[config.mk]
export PLATFORM = sky130hd
export DESIGN_NAME = pipo_univ_flat
export DESIGN_NICKNAME = d
export VERILOG_FILES = /design/src/rtl/pipo_univ_if.sv /design/src/rtl/pipo_univ.sv /design/src/flat_wrapper.sv
export SDC_FILE = /design/constraint.sdc
export NUM_CORES = 1
export LEC_CHECK = 0
export ABC_AREA = 1
export CORE_MARGIN = 2
export CORE_UTILIZATION = 51
export DETAILED_ROUTE_END_ITERATION = 7
export GPL_ROUTABILITY_DRIVEN = 0
export HOLD_SLACK_MARGIN = 0.02
export PLACE_DENSITY_LB_ADDON = 0.12
export SYNTH_ARGS = -nofsm -noshare
export SYNTH_HDL_FRONTEND = slang
export SYNTH_SLANG_ARGS = --single-unit
[constraint.sdc]
create_clock -name clk -period 4 [get_ports clk]
set_clock_uncertainty 0.05 [all_clocks]
set_input_delay 0.8 -clock clk [delete_from_list [all_inputs] [get_ports clk]]
set_output_delay 0.8 -clock clk [all_outputs]
set_load 0.1 [all_outputs]
[src/rtl/pipo_univ_if.sv]
// Bus bundle for pipo_univ: operation/data inputs and register/status outputs.
// master drives op/din/sin and observes the register; slave is the register side.
// Ports: op[2:0], din[WIDTH-1:0], sin -> slave; dout, zero, ovf, busy, done -> master.
interface pipo_univ_if #(
   parameter int WIDTH = 16
);
   logic [2:0]       op;
   logic [WIDTH-1:0] din;
   logic             sin;
   logic [WIDTH-1:0] dout;
   logic             zero;
   logic             ovf;
   logic             busy;
   logic             done;

   modport master (
      output op, din, sin,
      input  dout, zero, ovf, busy, done
   );

   modport slave (
      input  op, din, sin,
      output dout, zero, ovf, busy, done
   );
endinterface

[src/rtl/pipo_univ.sv]
// Universal parallel-in/parallel-out register: load, shift, inc/dec, countdown.
// Ports: clk, clr (async active-high reset), bus (pipo_univ_if.slave).
// Every op takes effect on the edge that samples it; countdown from N stays N cycles in RUN.
module pipo_univ #(
   parameter int               WIDTH   = 16,
   parameter logic [WIDTH-1:0] RST_VAL = '0,
   parameter bit               SAT     = 1'b0
) (
   input logic        clk,
   input logic        clr,
   pipo_univ_if.slave bus
);

   localparam logic [1:0] S_IDLE = 2'd0;
   localparam logic [1:0] S_RUN  = 2'd1;
   localparam logic [1:0] S_DONE = 2'd2;

   localparam logic [2:0] OP_HOLD  = 3'b000;
   localparam logic [2:0] OP_LOAD  = 3'b001;
   localparam logic [2:0] OP_SHL   = 3'b010;
   localparam logic [2:0] OP_SHR   = 3'b011;
   localparam logic [2:0] OP_INC   = 3'b100;
   localparam logic [2:0] OP_DEC   = 3'b101;
   localparam logic [2:0] OP_START = 3'b110;
   localparam logic [2:0] OP_CLR   = 3'b111;

   localparam logic [WIDTH-1:0] ALL_ONES = {WIDTH{1'b1}};
   localparam logic [WIDTH-1:0] ONE      = WIDTH'(1);

   logic [1:0]       state, state_nxt;
   logic [WIDTH-1:0] dout_q, dout_nxt;
   logic             ovf_q, ovf_nxt;

   always_comb begin
      state_nxt = state;
      dout_nxt  = dout_q;
      ovf_nxt   = ovf_q;
      case (state)
         S_IDLE: begin
            case (bus.op)
               OP_HOLD: ;
               OP_LOAD: begin
                  dout_nxt = bus.din;
                  ovf_nxt  = 1'b0;
               end
               OP_SHL: dout_nxt = {dout_q[WIDTH-2:0], bus.sin};
               OP_SHR: dout_nxt = {bus.sin, dout_q[WIDTH-1:1]};
               OP_INC: begin
                  if (dout_q == ALL_ONES) begin
                     ovf_nxt  = 1'b1;
                     dout_nxt = SAT ? ALL_ONES : '0;
                  end else begin
                     dout_nxt = dout_q + ONE;
                  end
               end
               OP_DEC: begin
                  if (dout_q == '0) begin
                     ovf_nxt  = 1'b1;
                     dout_nxt = SAT ? '0 : ALL_ONES;
                  end else begin
                     dout_nxt = dout_q - ONE;
                  end
               end
               OP_START: begin
                  dout_nxt  = bus.din;
                  ovf_nxt   = 1'b0;
                  // A zero start value has nothing to count, so go straight to DONE.
                  state_nxt = (bus.din != '0) ? S_RUN : S_DONE;
               end
               OP_CLR: begin
                  dout_nxt = RST_VAL;
                  ovf_nxt  = 1'b0;
               end
            endcase
         end
         S_RUN: begin
            if (bus.op == OP_CLR) begin
               dout_nxt  = RST_VAL;
               ovf_nxt   = 1'b0;
               state_nxt = S_IDLE;
            end else begin
               // RUN is only entered with dout != 0 and left when it reaches 0,
               // so this decrement can never underflow or touch ovf.
               dout_nxt = dout_q - ONE;
               if (dout_q == ONE) begin
                  state_nxt = S_DONE;
               end
            end
         end
         S_DONE: state_nxt = S_IDLE;
         default: state_nxt = S_IDLE;
      endcase
   end

   always_ff @(posedge clk or posedge clr) begin
      if (clr) begin
         state  <= S_IDLE;
         dout_q <= RST_VAL;
         ovf_q  <= 1'b0;
      end else begin
         state  <= state_nxt;
         dout_q <= dout_nxt;
         ovf_q  <= ovf_nxt;
      end
   end

   // Status flags decode registered state only, so op changes cannot glitch them.
   assign bus.dout = dout_q;
   assign bus.zero = (dout_q == '0);
   assign bus.ovf  = ovf_q;
   assign bus.busy = (state == S_RUN);
   assign bus.done = (state == S_DONE);

endmodule

[src/flat_wrapper.sv]
// flat-port wrapper written by rule: the top's interface ports become plain ports
module pipo_univ_flat 
#(
   parameter int               WIDTH   = 16,
   parameter logic [WIDTH-1:0] RST_VAL = '0,
   parameter bit               SAT     = 1'b0
)
  (clk, clr, bus_op, bus_din, bus_sin, bus_dout, bus_zero, bus_ovf, bus_busy, bus_done);
  pipo_univ_if #(.WIDTH(WIDTH)) bus_i ();
  input logic clk;
  input logic clr;
  input wire logic [$bits(bus_i.op)-1:0] bus_op;
  input wire logic [$bits(bus_i.din)-1:0] bus_din;
  input wire logic [$bits(bus_i.sin)-1:0] bus_sin;
  output wire logic [$bits(bus_i.dout)-1:0] bus_dout;
  output wire logic [$bits(bus_i.zero)-1:0] bus_zero;
  output wire logic [$bits(bus_i.ovf)-1:0] bus_ovf;
  output wire logic [$bits(bus_i.busy)-1:0] bus_busy;
  output wire logic [$bits(bus_i.done)-1:0] bus_done;
  assign bus_i.op = bus_op;
  assign bus_i.din = bus_din;
  assign bus_i.sin = bus_sin;
  assign bus_dout = bus_i.dout;
  assign bus_zero = bus_i.zero;
  assign bus_ovf = bus_i.ovf;
  assign bus_busy = bus_i.busy;
  assign bus_done = bus_i.done;
  pipo_univ #(.WIDTH(WIDTH), .RST_VAL(RST_VAL), .SAT(SAT)) u_core (.clk(clk), .clr(clr), .bus(bus_i));
endmodule
==> results.toml <==
[timing]
fin_setup_tns_ns = 0
drv_slew = 0
final.min_clock_period_ns = 2.98
rsz0062_at_grt = "no"
hold_viol = 0
relSlewSlack_pct = 34.8
setup-violations-final = 0
tightest_slew_ns = 0.975
period_share_pct = 74.5
clock.fmax_mhz = 336
fin_ws_ns = 1.02

[die]
start_util_pct = 53.2
die_w_um = 74.4
coreArea_mm2 = 0.00475
rows = 25
die_h_um = 74.4
die-area_mm2 = 0.00553
ioPinCount = 42

[yosys]
ys_ff_latch = 19
synth_nets = 480
netlist_instances = 454
synth.distinct_cells = 29
synth_top_area_share_pct = 18.8
yosysSeqAreaShare_pct = 18.8
ys_warn_count = 0
syn_avg_cell_area_um2 = 5.57
yosysTopAreaCell = "dfrtp_1"
synthTopCellsByArea = "dfrtp_1 (19%), nand2_1 (18%), nand3_1 (11%)"
syn_area_mm2 = 0.00253

[clock_tree]
clk_latency_ns = 0.27
cts_tree = "yes"
root_buffer = "clkbuf_8"
clockBufferDepth = 2
clkSlewWorstSetupHoldPaths_ns = 0.08
ctsResizeCount = 0
cts_hold_buf = 0
numCtsBuffers = 3
post-cts-setup-buffer-count = 0
cts_sinks = 19
cts_max_level = 1

[critical_path]
crit_arrival_ns = 3.08
path_delay_family = "simple AND/OR/NAND/NOR gates"
slowest_delay_ns = 0.56
critPathMaxFanout = 15
crit_required_ns = 4.10
worstSetupPathType = "input port to flip-flop"
path_buf_inv = 3
slowest_stage = "clkdlybuf4s50_1"
startpoint_type = "input port"
r2r_slack_ns = 1.77
crit_path_end_kind = "flip-flop"
crit_chain = "clkdlybuf4s50_1 -> nand2_1 -> nor2_2 -> nor2_2 -> inv_2 -> nand2_4 -> inv_4 -> nand3_1 -> nand3_1 -> a21oi_1"

[global_route]
grt_use_total_pct = 31.4
antenna_found_initial = 0
grt_pass1_wl_mm = 13.3
grt-ovfl-total = 0
grt_pass1_vias = 2885
grt_max_degree = 21

[routing]
wl_per_cell_um = 15.3
drc = 0
viasPerCell = 5.67
routed_wl_mm = 8.40
vias = 3112
drt_iter0_drc = 353
drtPass1Iterations = 6
ant_nets = 0

[final_layout]
diodes = 0
drive_gt1_share_pct = 5.60
final_common_cell = "nand2_1"
synthToLayoutAreaGrowth_pct = 16.7
layout_common_cells = "nand2_1 (119), nor2_1 (62), inv_1 (60)"
nets = 509

[place]
pre_cts_slack_ns = 0.832
dpl.hpwl_mm = 5.99
io_buffers = 41

[pwr]
finalPower_mw = 2.71
p_leak_nw = 1.45
p_per_area_mw_per_mm2 = 919
max-vdd-ir-drop_mv = 0.600

[flow_run]
cap_viol_max_count = 0

[outcome]
status = "completed"

[worst_hold_path]
worst_hold_path_type = "flip-flop to flip-flop"
worst paths after layout:
path | start | end | cells past startpoint
setup / recovery | bus_op[0] | u_core.bus.dout[14] | 10
hold / removal | u_core.bus.ovf | u_core.bus.ovf | 2
setup reg to reg | u_core.state[0] | u_core.bus.dout[7] | 7
hold reg to reg | u_core.bus.ovf | u_core.bus.ovf | 2
max in group asynchronous | clr | u_core.bus.dout[1] | 2
min in group asynchronous | clr | u_core.bus.dout[10] | 2
flip-flops by register name, summed over array words and instances, names as in the netlist:
signal           flops
u_core.bus.dout     16
u_core.state         2
u_core.bus.ovf       1
where the power goes:
group          internal, mW  total, mW  switching, mW
combinational         0.528       2.03           1.50
clock                0.0712      0.149         0.0781
sequential            0.293      0.534          0.241
per-layer routing:
layer	vias to the layer above	global-route usage (%)	part of all wire (%)	wire (µm)
li1	1525	-	-	-
met1	1368	43.2	42	3570
met2	191	49.7	45	3760
met3	28	3.39	10	846
met4	0	14.1	2.7	224
met5	-	0	0	0
worst register-to-register path: stages, from the launching register on:
cell     delay (ns)
dfrtp_1        0.40
nor2_1         0.26
nand4_1        0.13
nand2_1        0.46
inv_1          0.50
nand2_1        0.18
inv_1          0.05
a21oi_1        0.14
synthesized netlist by cell type (all sizes together):
master,count
o22ai,1
ha,4
nor3,3
nor2,71
buf,16
xor2,8
or2,1
nand4,14
nand2,121
nor4,5
dfrtp,19
clkbuf,3
inv,65
o21ai,27
a21oi,32
nand3,57
a22oi,7
through the flow:
| stage | utilization, % | area (µm²) | instances | hold slack, ns |
|---|---|---|---|---|
| final | 62.1 | 2950 | 549 | 0.485 |
| after global routing | 62.1 | 2950 | 549 | 0.509 |
| after CTS | 62.1 | 2950 | 549 | 0.488 |
| after detailed placement | 61.1 | 2910 | 545 | 0.470 |
| after global placement | 61.1 | 2910 | 545 | 0.457 |
| after floorplan | - | 2530 | 454 | 0.496 |
cell families after synthesis:
kind of cell / count (synthesis) / synth area share (%)
adders and majority gates: 4 / 1.98
and+or+nand+nor: 272 / 47.0
buffers and inverters: 84 / 15.1
DFF: 19 / 18.8
xor gates and xnor gates: 8 / 2.77
AOI/OAI and AO/OA: 67 / 14.3
final cells by class:
| cell class | count | area [µm²] |
|---|---|---|
| fill | 485 | 1800 |
| multi-input combinational | 351 | 1680 |
| sequential | 19 | 475 |
| timing repair buffer | 43 | 423 |
| inverter | 65 | 246 |
| tap | 67 | 83.8 |
| clock buffer | 4 | 45.0 |
(Power assumes the default switching activity.)
